File: config.mk
export PLATFORM = sky130hd
export DESIGN_NAME = id_ex_stage_reg_flat
export DESIGN_NICKNAME = d
export VERILOG_FILES = /design/src/rtl/id_ex_stage_reg_pkg.sv /design/src/rtl/id_ex_stage_reg_if.sv /design/src/rtl/id_ex_stage_reg_hazard_detect.sv /design/src/rtl/id_ex_stage_reg.sv /design/src/flat_wrapper.sv
export SDC_FILE = /design/constraint.sdc
export NUM_CORES = 1
export LEC_CHECK = 0
export BUFFER_PORTS_ARGS = -buffer_cell sky130_fd_sc_hd__clkbuf_2
export CAP_MARGIN = 20
export CORE_ASPECT_RATIO = 0.8
export CORE_MARGIN = 1
export CORE_UTILIZATION = 44
export DETAILED_ROUTE_END_ITERATION = 8
export HOLD_SLACK_MARGIN = 0.06
export PLACE_DENSITY = 0.85
export SYNTH_ARGS = -nofsm -noshare
export SYNTH_HDL_FRONTEND = slang
export SYNTH_SLANG_ARGS = --single-unit
File: constraint.sdc
create_clock -name clk -period 5.6 [get_ports clk]
set_input_delay 0 -clock clk [delete_from_list [all_inputs] [get_ports clk]]
set_output_delay 0 -clock clk [all_outputs]
set_load 0.02 [all_outputs]
File: src/rtl/id_ex_stage_reg_pkg.sv
// mips_pkg: shared types for the ID/EX pipeline boundary.
// Latency: n/a (types and constants only).
// Backpressure: n/a.
// Contents: ex_ctrl_t control bundle, ALUOP_* encodings, REG_ZERO,
//           stage FSM states and the per-edge capture selector.
package mips_pkg;

   // Decoded control carried from ID into EX. A bubble is all-zero, so
   // reg_write / mem_write can never fire from an empty slot.
   typedef struct packed {
      logic       reg_write;
      logic       mem_to_reg;
      logic       mem_read;
      logic       mem_write;
      logic       branch;
      logic       alu_src;
      logic       reg_dst;
      logic [1:0] alu_op;
   } ex_ctrl_t;

   localparam logic [1:0] ALUOP_ADD   = 2'b00;  // lw / sw / addi address or sum
   localparam logic [1:0] ALUOP_SUB   = 2'b01;  // beq compare
   localparam logic [1:0] ALUOP_RTYPE = 2'b10;  // funct field decides
   localparam logic [1:0] ALUOP_IMM   = 2'b11;  // other immediate ops

   localparam logic [4:0] REG_ZERO    = 5'd0;   // $zero, never a hazard source

   localparam ex_ctrl_t   EX_CTRL_NOP = '0;

   // RUN: normal flow. BUBBLE: one bubble was just inserted; the held ID
   // instruction goes through next, so a second bubble is impossible.
   typedef enum logic {
      RUN    = 1'b0,
      BUBBLE = 1'b1
   } stage_state_e;

   // What the EX register bank does on the coming edge.
   typedef enum logic [1:0] {
      CAP_HOLD   = 2'd0,   // keep current EX contents
      CAP_BUBBLE = 2'd1,   // load an empty slot
      CAP_ID     = 2'd2    // load the ID instruction
   } cap_sel_e;

endpackage

File: src/rtl/id_ex_stage_reg_if.sv
// id_ex_stage_reg_if: bundles the ID-side inputs and EX-side outputs of the ID/EX stage.
// Latency: n/a (wiring only).
// Backpressure: hazard_stall travels upstream; ex_stall_in travels in from EX.
// Modports: slave = the stage register, master = whatever drives ID and consumes EX.
// Optional: ID_EX_PERF_EN adds perf_bubble_cnt / perf_flush_cnt.
interface id_ex_stage_reg_if #(
   parameter int DATA_W = 32,
   parameter int REG_AW = 5
);
   import mips_pkg::*;

   // ID side
   logic              id_valid;
   ex_ctrl_t          id_ctrl;
   logic              id_uses_rt;
   logic [REG_AW-1:0] id_rs;
   logic [REG_AW-1:0] id_rt;
   logic [REG_AW-1:0] id_rd;
   logic [DATA_W-1:0] id_read_data1;
   logic [DATA_W-1:0] id_read_data2;
   logic [DATA_W-1:0] id_imm_ext;
   logic [DATA_W-1:0] id_pc_plus4;
   logic              flush_in;
   logic              ex_stall_in;

   // EX side
   logic              ex_valid;
   ex_ctrl_t          ex_ctrl;
   logic [REG_AW-1:0] ex_rs;
   logic [REG_AW-1:0] ex_rt;
   logic [REG_AW-1:0] ex_rd;
   logic [REG_AW-1:0] ex_write_register;
   logic [DATA_W-1:0] ex_read_data1;
   logic [DATA_W-1:0] ex_read_data2;
   logic [DATA_W-1:0] ex_imm_ext;
   logic [DATA_W-1:0] ex_pc_plus4;
   logic              hazard_stall;

`ifdef ID_EX_PERF_EN
   logic [31:0]       perf_bubble_cnt;
   logic [31:0]       perf_flush_cnt;
`endif

   modport slave (
`ifdef ID_EX_PERF_EN
      output perf_bubble_cnt, perf_flush_cnt,
`endif
      input  id_valid, id_ctrl, id_uses_rt, id_rs, id_rt, id_rd,
             id_read_data1, id_read_data2, id_imm_ext, id_pc_plus4,
             flush_in, ex_stall_in,
      output ex_valid, ex_ctrl, ex_rs, ex_rt, ex_rd, ex_write_register,
             ex_read_data1, ex_read_data2, ex_imm_ext, ex_pc_plus4,
             hazard_stall
   );

   modport master (
`ifdef ID_EX_PERF_EN
      input  perf_bubble_cnt, perf_flush_cnt,
`endif
      output id_valid, id_ctrl, id_uses_rt, id_rs, id_rt, id_rd,
             id_read_data1, id_read_data2, id_imm_ext, id_pc_plus4,
             flush_in, ex_stall_in,
      input  ex_valid, ex_ctrl, ex_rs, ex_rt, ex_rd, ex_write_register,
             ex_read_data1, ex_read_data2, ex_imm_ext, ex_pc_plus4,
             hazard_stall
   );

endinterface

File: src/rtl/id_ex_stage_reg_hazard_detect.sv
// id_ex_hazard_detect: load-use compare between the load in EX and the instruction in ID.
// Latency: combinational.
// Backpressure: none; the result feeds the stage FSM.
// Ports: ex_valid/ex_mem_read/ex_rt describe EX; id_valid/id_uses_rt/id_rs/id_rt describe ID;
//        load_use is high when ID needs a value that the EX load has not produced yet.
module id_ex_hazard_detect
   import mips_pkg::*;
#(
   parameter int REG_AW = 5
) (
   input  logic              ex_valid,
   input  logic              ex_mem_read,
   input  logic [REG_AW-1:0] ex_rt,
   input  logic              id_valid,
   input  logic              id_uses_rt,
   input  logic [REG_AW-1:0] id_rs,
   input  logic [REG_AW-1:0] id_rt,
   output logic              load_use
);

   logic ex_is_load;
   logic rs_match;
   logic rt_match;

   always_comb begin
      // $zero writes are discarded, so a load targeting it blocks nobody.
      ex_is_load = ex_valid & ex_mem_read & (ex_rt != REG_AW'(REG_ZERO));
      rs_match   = (ex_rt == id_rs);
      // rt only matters when the instruction actually reads it (not for lw/addi).
      rt_match   = id_uses_rt & (ex_rt == id_rt);
      load_use   = ex_is_load & id_valid & (rs_match | rt_match);
   end

endmodule

File: src/rtl/id_ex_stage_reg.sv
// id_ex_stage_reg: ID/EX pipeline register with load-use bubble insertion, branch flush and EX stall.
// Latency: 1 cycle ID->EX; a load-use hazard costs exactly one bubble cycle.
// Backpressure: hazard_stall (combinational) freezes PC and IF/ID on a load-use or when ex_stall_in holds EX.
// Ports: clk, rst (async, active-high); bus = id_ex_stage_reg_if.slave carrying ID inputs, EX outputs,
//        flush_in, ex_stall_in and hazard_stall.
// Optional: define ID_EX_PERF_EN for saturating perf_bubble_cnt / perf_flush_cnt.
// Edge priority: rst > flush_in > ex_stall_in > load-use > capture.
module id_ex_stage_reg
   import mips_pkg::*;
#(
   parameter int DATA_W = 32,
   parameter int REG_AW = 5
) (
   input  logic             clk,
   input  logic             rst,
   id_ex_stage_reg_if.slave bus
);

   stage_state_e      state_q;
   stage_state_e      state_d;
   cap_sel_e          cap_sel;
   logic              load_use;
   logic              stall_comb;

   logic              ex_valid_q;
   ex_ctrl_t          ex_ctrl_q;
   logic [REG_AW-1:0] ex_rs_q;
   logic [REG_AW-1:0] ex_rt_q;
   logic [REG_AW-1:0] ex_rd_q;
   logic [REG_AW-1:0] ex_wr_q;
   logic [DATA_W-1:0] ex_rd1_q;
   logic [DATA_W-1:0] ex_rd2_q;
   logic [DATA_W-1:0] ex_imm_q;
   logic [DATA_W-1:0] ex_pc4_q;

   id_ex_hazard_detect #(
      .REG_AW (REG_AW)
   ) u_hazard (
      .ex_valid    (ex_valid_q),
      .ex_mem_read (ex_ctrl_q.mem_read),
      .ex_rt       (ex_rt_q),
      .id_valid    (bus.id_valid),
      .id_uses_rt  (bus.id_uses_rt),
      .id_rs       (bus.id_rs),
      .id_rt       (bus.id_rt),
      .load_use    (load_use)
   );

   // ---------------- FSM: state register ----------------
   always_ff @(posedge clk or posedge rst) begin
      if (rst) begin
         state_q <= RUN;
      end else begin
         state_q <= state_d;
      end
   end

   // ---------------- FSM: next state ----------------
   always_comb begin
      state_d = state_q;
      if (bus.flush_in) begin
         state_d = RUN;
      end else if (!bus.ex_stall_in) begin
         case (state_q)
            RUN:     state_d = load_use ? BUBBLE : RUN;
            BUBBLE:  state_d = RUN;
            default: state_d = RUN;
         endcase
      end
   end

   // ---------------- FSM: outputs ----------------
   // A flush redirects the PC anyway, so it does not also request a freeze;
   // the killed instruction is replaced by a bubble even if EX is stalled.
   always_comb begin
      cap_sel    = CAP_HOLD;
      stall_comb = 1'b0;
      if (bus.flush_in) begin
         cap_sel = CAP_BUBBLE;
      end else if (bus.ex_stall_in) begin
         cap_sel    = CAP_HOLD;
         stall_comb = 1'b1;
      end else begin
         case (state_q)
            RUN: begin
               if (load_use) begin
                  cap_sel    = CAP_BUBBLE;
                  stall_comb = 1'b1;
               end else begin
                  cap_sel = CAP_ID;
               end
            end
            BUBBLE:  cap_sel = CAP_ID;
            default: cap_sel = CAP_ID;
         endcase
      end
      // The async clear empties EX and the FSM at once; only a pass-through
      // ex_stall_in could keep the freeze alive, so mask it while in reset.
      if (rst) begin
         stall_comb = 1'b0;
      end
   end

   assign bus.hazard_stall = stall_comb;

   // ---------------- EX register bank ----------------
   // Data registers load on both bubble and capture; with ex_valid=0 and
   // ex_ctrl=0 their contents are irrelevant, which saves a mux level.
   always_ff @(posedge clk or posedge rst) begin
      if (rst) begin
         ex_valid_q <= 1'b0;
         ex_ctrl_q  <= EX_CTRL_NOP;
         ex_rs_q    <= '0;
         ex_rt_q    <= '0;
         ex_rd_q    <= '0;
         ex_wr_q    <= '0;
         ex_rd1_q   <= '0;
         ex_rd2_q   <= '0;
         ex_imm_q   <= '0;
         ex_pc4_q   <= '0;
      end else begin
         case (cap_sel)
            CAP_BUBBLE: begin
               ex_valid_q <= 1'b0;
               ex_ctrl_q  <= EX_CTRL_NOP;
            end
            CAP_ID: begin
               ex_valid_q <= bus.id_valid;
               ex_ctrl_q  <= bus.id_valid ? bus.id_ctrl : EX_CTRL_NOP;
            end
            default: ;
         endcase
         if (cap_sel != CAP_HOLD) begin
            ex_rs_q  <= bus.id_rs;
            ex_rt_q  <= bus.id_rt;
            ex_rd_q  <= bus.id_rd;
            ex_wr_q  <= bus.id_ctrl.reg_dst ? bus.id_rd : bus.id_rt;
            ex_rd1_q <= bus.id_read_data1;
            ex_rd2_q <= bus.id_read_data2;
            ex_imm_q <= bus.id_imm_ext;
            ex_pc4_q <= bus.id_pc_plus4;
         end
      end
   end

   assign bus.ex_valid          = ex_valid_q;
   assign bus.ex_ctrl           = ex_ctrl_q;
   assign bus.ex_rs             = ex_rs_q;
   assign bus.ex_rt             = ex_rt_q;
   assign bus.ex_rd             = ex_rd_q;
   assign bus.ex_write_register = ex_wr_q;
   assign bus.ex_read_data1     = ex_rd1_q;
   assign bus.ex_read_data2     = ex_rd2_q;
   assign bus.ex_imm_ext        = ex_imm_q;
   assign bus.ex_pc_plus4       = ex_pc4_q;

`ifdef ID_EX_PERF_EN
   // ---------------- performance counters ----------------
   logic [31:0] bubble_cnt_q;
   logic [31:0] flush_cnt_q;
   logic        bubble_evt;
   logic        flush_evt;

   // A bubble chosen without a flush can only come from a load-use; neither
   // event is counted while EX is stalled.
   always_comb begin
      bubble_evt = (cap_sel == CAP_BUBBLE) & ~bus.flush_in;
      flush_evt  = bus.flush_in & bus.id_valid & ~bus.ex_stall_in;
   end

   always_ff @(posedge clk or posedge rst) begin
      if (rst) begin
         bubble_cnt_q <= '0;
         flush_cnt_q  <= '0;
      end else begin
         if (bubble_evt && (bubble_cnt_q != 32'hFFFF_FFFF)) begin
            bubble_cnt_q <= bubble_cnt_q + 32'd1;
         end
         if (flush_evt && (flush_cnt_q != 32'hFFFF_FFFF)) begin
            flush_cnt_q <= flush_cnt_q + 32'd1;
         end
      end
   end

   assign bus.perf_bubble_cnt = bubble_cnt_q;
   assign bus.perf_flush_cnt  = flush_cnt_q;
`endif

endmodule

File: src/flat_wrapper.sv
// flat-port wrapper written by rule: the top's interface ports become plain ports
module id_ex_stage_reg_flat import mips_pkg::*;
#(
   parameter int DATA_W = 32,
   parameter int REG_AW = 5
)
  (clk, rst, bus_id_valid, bus_id_ctrl, bus_id_uses_rt, bus_id_rs, bus_id_rt, bus_id_rd, bus_id_read_data1, bus_id_read_data2, bus_id_imm_ext, bus_id_pc_plus4, bus_flush_in, bus_ex_stall_in, bus_ex_valid, bus_ex_ctrl, bus_ex_rs, bus_ex_rt, bus_ex_rd, bus_ex_write_register, bus_ex_read_data1, bus_ex_read_data2, bus_ex_imm_ext, bus_ex_pc_plus4, bus_hazard_stall);
  id_ex_stage_reg_if #(.DATA_W(DATA_W), .REG_AW(REG_AW)) bus_i ();
  input  logic clk;
  input  logic rst;
  input wire logic [$bits(bus_i.id_valid)-1:0] bus_id_valid;
  input wire logic [$bits(bus_i.id_ctrl)-1:0] bus_id_ctrl;
  input wire logic [$bits(bus_i.id_uses_rt)-1:0] bus_id_uses_rt;
  input wire logic [$bits(bus_i.id_rs)-1:0] bus_id_rs;
  input wire logic [$bits(bus_i.id_rt)-1:0] bus_id_rt;
  input wire logic [$bits(bus_i.id_rd)-1:0] bus_id_rd;
  input wire logic [$bits(bus_i.id_read_data1)-1:0] bus_id_read_data1;
  input wire logic [$bits(bus_i.id_read_data2)-1:0] bus_id_read_data2;
  input wire logic [$bits(bus_i.id_imm_ext)-1:0] bus_id_imm_ext;
  input wire logic [$bits(bus_i.id_pc_plus4)-1:0] bus_id_pc_plus4;
  input wire logic [$bits(bus_i.flush_in)-1:0] bus_flush_in;
  input wire logic [$bits(bus_i.ex_stall_in)-1:0] bus_ex_stall_in;
  output wire logic [$bits(bus_i.ex_valid)-1:0] bus_ex_valid;
  output wire logic [$bits(bus_i.ex_ctrl)-1:0] bus_ex_ctrl;
  output wire logic [$bits(bus_i.ex_rs)-1:0] bus_ex_rs;
  output wire logic [$bits(bus_i.ex_rt)-1:0] bus_ex_rt;
  output wire logic [$bits(bus_i.ex_rd)-1:0] bus_ex_rd;
  output wire logic [$bits(bus_i.ex_write_register)-1:0] bus_ex_write_register;
  output wire logic [$bits(bus_i.ex_read_data1)-1:0] bus_ex_read_data1;
  output wire logic [$bits(bus_i.ex_read_data2)-1:0] bus_ex_read_data2;
  output wire logic [$bits(bus_i.ex_imm_ext)-1:0] bus_ex_imm_ext;
  output wire logic [$bits(bus_i.ex_pc_plus4)-1:0] bus_ex_pc_plus4;
  output wire logic [$bits(bus_i.hazard_stall)-1:0] bus_hazard_stall;
  assign bus_i.id_valid = bus_id_valid;
  assign bus_i.id_ctrl = bus_id_ctrl;
  assign bus_i.id_uses_rt = bus_id_uses_rt;
  assign bus_i.id_rs = bus_id_rs;
  assign bus_i.id_rt = bus_id_rt;
  assign bus_i.id_rd = bus_id_rd;
  assign bus_i.id_read_data1 = bus_id_read_data1;
  assign bus_i.id_read_data2 = bus_id_read_data2;
  assign bus_i.id_imm_ext = bus_id_imm_ext;
  assign bus_i.id_pc_plus4 = bus_id_pc_plus4;
  assign bus_i.flush_in = bus_flush_in;
  assign bus_i.ex_stall_in = bus_ex_stall_in;
  assign bus_ex_valid = bus_i.ex_valid;
  assign bus_ex_ctrl = bus_i.ex_ctrl;
  assign bus_ex_rs = bus_i.ex_rs;
  assign bus_ex_rt = bus_i.ex_rt;
  assign bus_ex_rd = bus_i.ex_rd;
  assign bus_ex_write_register = bus_i.ex_write_register;
  assign bus_ex_read_data1 = bus_i.ex_read_data1;
  assign bus_ex_read_data2 = bus_i.ex_read_data2;
  assign bus_ex_imm_ext = bus_i.ex_imm_ext;
  assign bus_ex_pc_plus4 = bus_i.ex_pc_plus4;
  assign bus_hazard_stall = bus_i.hazard_stall;
  id_ex_stage_reg #(.DATA_W(DATA_W), .REG_AW(REG_AW)) u_core (.clk(clk), .rst(rst), .bus(bus_i));
endmodule
* Yosys cells after proc, flatten, opt, wreduce, memory -nomap -nowiden *
Index checks and enable logic that the tools add are counted.

word-level totals
  flip-flop bits (word level) = 159
  output and inout port bits = 159
  latch bits = 0
  memory bits (read-only) = 0
  memories = 0
  bits in writable memories = 0
  bits of input ports = 158

operators by class
  muxes and demuxes = 16
  divide/modulo/power cells = 0
  bitwise operators = 7
  add/subtract/negate cells = 0
  reductions and logical operators = 3
  magnitude comparators = 0
  equal/unequal tests = 5
  $mul = 0
  shifts and indexed selects = 0

operators by type and width
  kind                count
  $pmux 9 s2          1
  $eq 5x5->1          2
  $mux 9              1
  $mux 1              7
  $mux 2              3
  $and 1x1->1         5
  $mux 5              1
  $reduce_bool 5->1   1
  $pmux 1 s2          2
  $pmux 2 s2          1
  $reduce_bool 2->1   2
  $eq 2x1->1 const B  1
  $eq 2x2->1 const B  1
  $ne 2x2->1 const B  1
  $not 1->1           1
  $or 1x1->1          1

* Logic depth before layout (Yosys ltp) *
  word-level depth = 10
  depth in mapped cells = 10

* Modules after synthesis *
Synthesis repeated with hierarchy kept, for this count alone.

second synthesis, totals
  cells, all modules = 398
  area, all modules = 6421.2 um2

modules (own cells, without submodules)
  module               instances  sequential area each (um2)  area each (um2)  cells an instance
  id_ex_stage_reg      1          3978.8                      6291.0           381
  id_ex_hazard_detect  1          0.0                         130.1            17

* Least setup slack after synthesis *
OpenSTA, ideal clock, no wires.

  path kind = flip-flop to flip-flop
  from = register u_core.ex_rt_q[4] (netlist: u_core.bus.ex_rt[4])
  to = register u_core.ex_imm_q[0] (netlist: u_core.bus.ex_imm_ext[0])
  cell stages (with the launch flop) = 10
  setup time = 0.125 ns
  data required time = 5.475 ns
  period minus slack after synthesis = 2.490 ns
  arrival time = 2.366 ns
  slack = 3.110 ns
  cells stage by stage = dfrtp_1 xor2_1 nor4_1 a32oi_1 o31a_1 ha_1 buf_2 buf_2 buf_2 mux2_2

on the way
  cells in the longest elaborated chain, start to end = 9
  elaborated cells on any way between the ends = 13
  those cells by class = eq/ne: 2; mux: 4; bitwise: 5; reduce/logical: 2

ends and longest elaborated chain
  element                                                 RTL line                                                                  RTL
  from (decl)                                             id_ex_stage_reg.sv:28                                                     logic [REG_AW-1:0] ex_rt_q;
  from (signal assigned)                                  id_ex_stage_reg.sv:135                                                    ex_rt_q <= bus.id_rt;
  $eq 5x5->1 / $reduce_bool 5->1 (equally long branches)  id_ex_stage_reg_hazard_detect.sv:30, id_ex_stage_reg_hazard_detect.sv:27
  $and 1x1->1, on equally long branches                   id_ex_stage_reg_hazard_detect.sv:30, id_ex_stage_reg_hazard_detect.sv:27
  $or 1x1->1 / $and 1x1->1 (equally long branches)        id_ex_stage_reg_hazard_detect.sv:31                                       load_use = ex_is_load & id_valid & (rs_match | rt_match);
  $and 1x1->1 (*)                                         id_ex_stage_reg_hazard_detect.sv:31
  $mux 2 (*)                                              id_ex_stage_reg.sv:86                                                     if (load_use) begin
  $pmux 2 s2 (*)                                          id_ex_stage_reg.sv:84                                                     case (state_q)
  $mux 2 (*)                                              id_ex_stage_reg.sv:80                                                     end else if (bus.ex_stall_in) begin
  $mux 2 (*)                                              id_ex_stage_reg.sv:78                                                     if (bus.flush_in) begin
  $reduce_bool 2->1 (*)                                   id_ex_stage_reg.sv:133                                                    if (cap_sel != CAP_HOLD) begin
  to (signal assigned)                                    id_ex_stage_reg.sv:140                                                    ex_imm_q <= bus.id_imm_ext;
  to (decl)                                               id_ex_stage_reg.sv:33                                                     logic [DATA_W-1:0] ex_imm_q;

Every way passes the cells marked *; elsewhere a longest branch is shown, timed or not.
A chain may end at the register's enable or synchronous reset.

* Final worst setup path *
  from = register u_core.ex_rt_q[4] (netlist: u_core.bus.ex_rt[4])
  to = register u_core.ex_imm_q[15] (netlist: u_core.bus.ex_imm_ext[15])

Same word-level chain as after synthesis.

==> impl.org <==
** Place
- Summed over all nets, the half-perimeter wirelength after detailed placement is 11,000 µm.
- Port buffering added roughly 320 buffers.
- RePlAce Congestion :: 0.854
- Post-placement setup slack :: 2.27 ns

** Synth
- The synthesized design contains 0 enable-type register cells.
- After synthesis, the most frequently instantiated cells are 159 x dfrtp_1, 143 x mux2_2, 16 x buf_2.
- Counting every net in the synthesized netlist gives approximately 540.
- Per-instance average area after synthesis :: 15.9 µm²
- Fraction of synthesized cell area taken by the top area cell type :: 65.2%
- In this run, synthesis produced a sequential element count of 159.
- Summed instance area of the synthesized netlist :: slightly above 6000 µm²
- Of all flip-flops after synthesis, the portion carrying an async set or reset was between 90% and 100%.
- For this run, the number of Yosys warnings is 0.
- dfrtp_1 takes more of the synthesized area than any other cell.
- For this run, the leading register cell type out of synthesis is dfrtp_1.
- By area the synthesized netlist is led by dfrtp_1 65%, mux2_2 26%, buf_2 1.3%, a22o_1 1.3%, xor2_1 1.3%.
- Synthesis produced around 380 cells.
- The share of the Yosys chip area taken by registers is 65.2%.
- Yosys mapped the design onto 26 distinct sky130hd cell types.
- Yosys instantiated no cell more often than dfrtp_1.

** STA
- Counting I/O delays and the setup requirement, the final critical path takes 3.36 ns.
- Setup total negative slack on the finished layout was measured at 0 ns.
- Setup repair after global routing left no endpoint under its margin.
- Setup violations remaining at the end of the flow were counted as 0.
- PnR worst setup slack :: 2.24 ns
- Between clock sinks in the finished design, the worst skew comes to 0.00962 ns.
- Highest clock rate :: 297 MHz
- Total count of hold-check failures in the final report :: 0
- The number of pins exceeding their max-slew limit in the final report came to 0.
- Worst Max-Slew Pin Slew :: 0.906 ns
- In this run the tightest slew margin relative to its limit is 39.6%.
- Ratio of final minimum period to clock period :: 60.0%

** Clock tree
- The longest clock path from root to sink contains 2 buffers.
- Clock tree synthesis inserted a total of 17 buffers.
- The clock reaches the later pin of the worst-skew pair after 0.41 ns.
- Clock Sinks :: 159
- Clock tree synthesis selected as its root buffer the cell clkbuf_16.
- H-Tree Level Count :: 4
- Clock tree from TritonCTS :: done
- Clk slew on worst S/H paths :: about 0.06 ns
- In this run, post-CTS repair resized a total of 0 instances.

** Worst setup path
- Data on the critical path is required at its endpoint by 5.89 ns.
- The setup path with the least slack is of type reg2reg.
- At the worst endpoint, the arrival time is 3.65 ns.
- The slowest stage of the critical path belongs to the cell ha_4.
- In this run the worst path has a maximum fanout of 84.
- The worst setup path is captured at a flop.
- The worst setup path is launched from a flop.
- The critical path goes through xor2_1 > nor4_1 > a32oi_1 > o21ai_0 > ha_4 > buf_12 > mux2_2.
- Across all register-to-register paths, the minimum setup slack is 2.24 ns.
- For this run, the slowest stage of the critical path takes slightly below 0.8 ns.

** Pwr
- Power density over the cells :: 308 nW/µm²
- IR analysis of the VDD net gives a maximum drop of 0.210 mV.
- Summed over all cells, the static leakage comes to 4.88 nW.

** Final layout
- Net total in the final layout :: 1,017
- Number of inserted diodes :: 0
- Fraction of final layout cells sized beyond drive strength 1 :: 57.0%
- The area growth from synthesis to layout is 64.3%.
- Fillers :: 803

** Run status
- The flow ran to the end, and the final reports show no timing, DRC or antenna violations.

** Detailed routing
- The detail route stage leaves a number of antenna-violating nets equal to 0.
- Total wire length after detailed routing :: 18,900 µm
- DRC Markers :: 0
- Across all layers, the routed design uses 5,118 vias.
- The detailed router finished its first iteration with 170 violations.
- In the routed layout, each cell is associated on average with a via count of 4.87.
- The first detailed-routing pass ran for 4 iterations.
- Wire length per cell :: 18.0 µm

** GRT
- Pin count of the biggest net entering global routing :: 88
- First-pass GRT wire length :: 29,000 µm
- For this run the aggregate overflow at the end of global routing stands at 0.
- The initial antenna violation count is 0.
- Number of global-route vias before repair :: 5,652
- In the global route stage, overall resource usage came out at a little over a quarter.

** Min path
- Worst hold path type :: in2reg

** Floorplan
- The region available for standard cell placement spans ~14,000 µm².
- Num rows :: 38
- The die covers between 10,000 and 15,000 µm².
- From left edge to right edge, the die measures 134 µm.
- Pin placement for this block handled between 300 and 400 I/O pins.
- The die is about 110 µm tall.
- Starting Density :: 45.0%

** Flow run
- Number of maximum-capacitance violations :: 0
==> state kept, by name, indices dropped and copies added, names as in the netlist <==
signal / flops
u_core.bus.ex_rt: 5
u_core.bus.ex_pc_plus4: 32
u_core.bus.ex_read_data1: 32
u_core.bus.ex_rd: 5
u_core.bus.ex_rs: 5
u_core.state_q: 1
u_core.bus.ex_ctrl: 9
u_core.bus.ex_imm_ext: 32
u_core.bus.ex_read_data2: 32
u_core.bus.ex_write_register: 5
u_core.bus.ex_valid: 1
==> metrics by stage <==
step,util (%),instance area [µm²],hold slack [ns],cells,power (mW)
2_1_floorplan,-,6100,0.109,383,1.65
3_3_place_gp,58.0,7860,0.122,861,1.85
3_5_place_dp,58.0,7860,0.147,861,1.87
4_1_cts,73.8,10000,0.154,1049,3.08
5_1_grt,74.0,10000,0.210,1050,3.21
6_report,74.0,10000,0.214,1050,3.08
==> power by group <==
part	internal [mW]	switching (mW)	leakage, nW
clock	0.662	0.464	0.275
combinational	0.295	0.333	2.73
sequential	1.26	0.0709	1.88
total	2.22	0.868	4.88
==> repair_timing <==
action / 4_1_cts / 5_1_grt
endpoints found under the hold margin: 230 / 0
hold buffers: 156 / 0
buffers inserted: 0 / 0
==> routing by layer <==
metal	wire [µm]	up-vias	GRT usage (%)
li1	-	2294	-
met1	6740	2509	27.8
met2	10300	252	50.7
met3	1260	63	7.16
met4	648	0	12.2
met5	0	-	0
==> logic make-up after synthesis <==
kind of cell               share of synthesized area (%)
DFF                                                 65.2
muxes                                               27.2
buffers and inverters                               1.87
AOI/OAI and AO/OA                                   2.58
and+or+nand+nor                                     1.31
xor gates and xnor gates                            1.44
adders and majority gates                          0.410
==> layout make-up <==
| type | count | area (µm²) | share of cell area (%) |
|---|---|---|---|
| multi-input combinational | 200 | 2020 | 20.2 |
| sequential | 159 | 3980 | 39.7 |
| clock inverter | 11 | 104 | 1.04 |
| clock buffer | 21 | 480 | 4.79 |
| inverter | 4 | 20.0 | 0.200 |
| timing repair buffer | 475 | 3200 | 31.9 |
| tap | 180 | 225 | 2.25 |
==> cell usage in the layout, fill, tap and decap left out, types with 2 or more instances in the layout <==
cell type / Yosys / routed
mux2_2: 143 / 143
o21ai_0: 7 / 7
clkinvlp_4: 0 / 5
inv_6: 0 / 4
dlygate4sd3_1: 0 / 156
dfrtp_1: 159 / 159
nor3_1: 2 / 2
clkbuf_8: 0 / 4
clkinv_2: 0 / 2
mux2i_1: 5 / 5
nor2_1: 4 / 4
nand2_1: 9 / 9
clkbuf_16: 0 / 17
inv_1: 3 / 2
xor2_1: 9 / 9
a22o_1: 9 / 9
clkbuf_2: 0 / 316
==> worst max-delay path, delay by kind of cell (launching register included) <==
kind            cells  cell delay, ns
compound gates      2            0.60
xor+xnor            1            0.18
fa+ha+maj           1            0.77
buf+inv             1            0.46
flops               1            0.43
mux                 1            0.40
simple gates        1            0.31
==> path summary, 6_finish.rpt <==
path	to	cells after the start	start
worst max-delay path	u_core.bus.ex_imm_ext[15]	7	u_core.bus.ex_rt[4]
worst min-delay path	u_core.bus.ex_ctrl[0]	3	bus_id_valid
worst max register to register	u_core.bus.ex_imm_ext[15]	7	u_core.bus.ex_rt[4]
worst min register to register	u_core.bus.ex_write_register[1]	2	u_core.bus.ex_write_register[1]
max in group asynchronous	u_core.bus.ex_read_data1[7]	5	rst
min in group asynchronous	u_core.state_q	3	rst
Power figures use the tool's default switching activity.
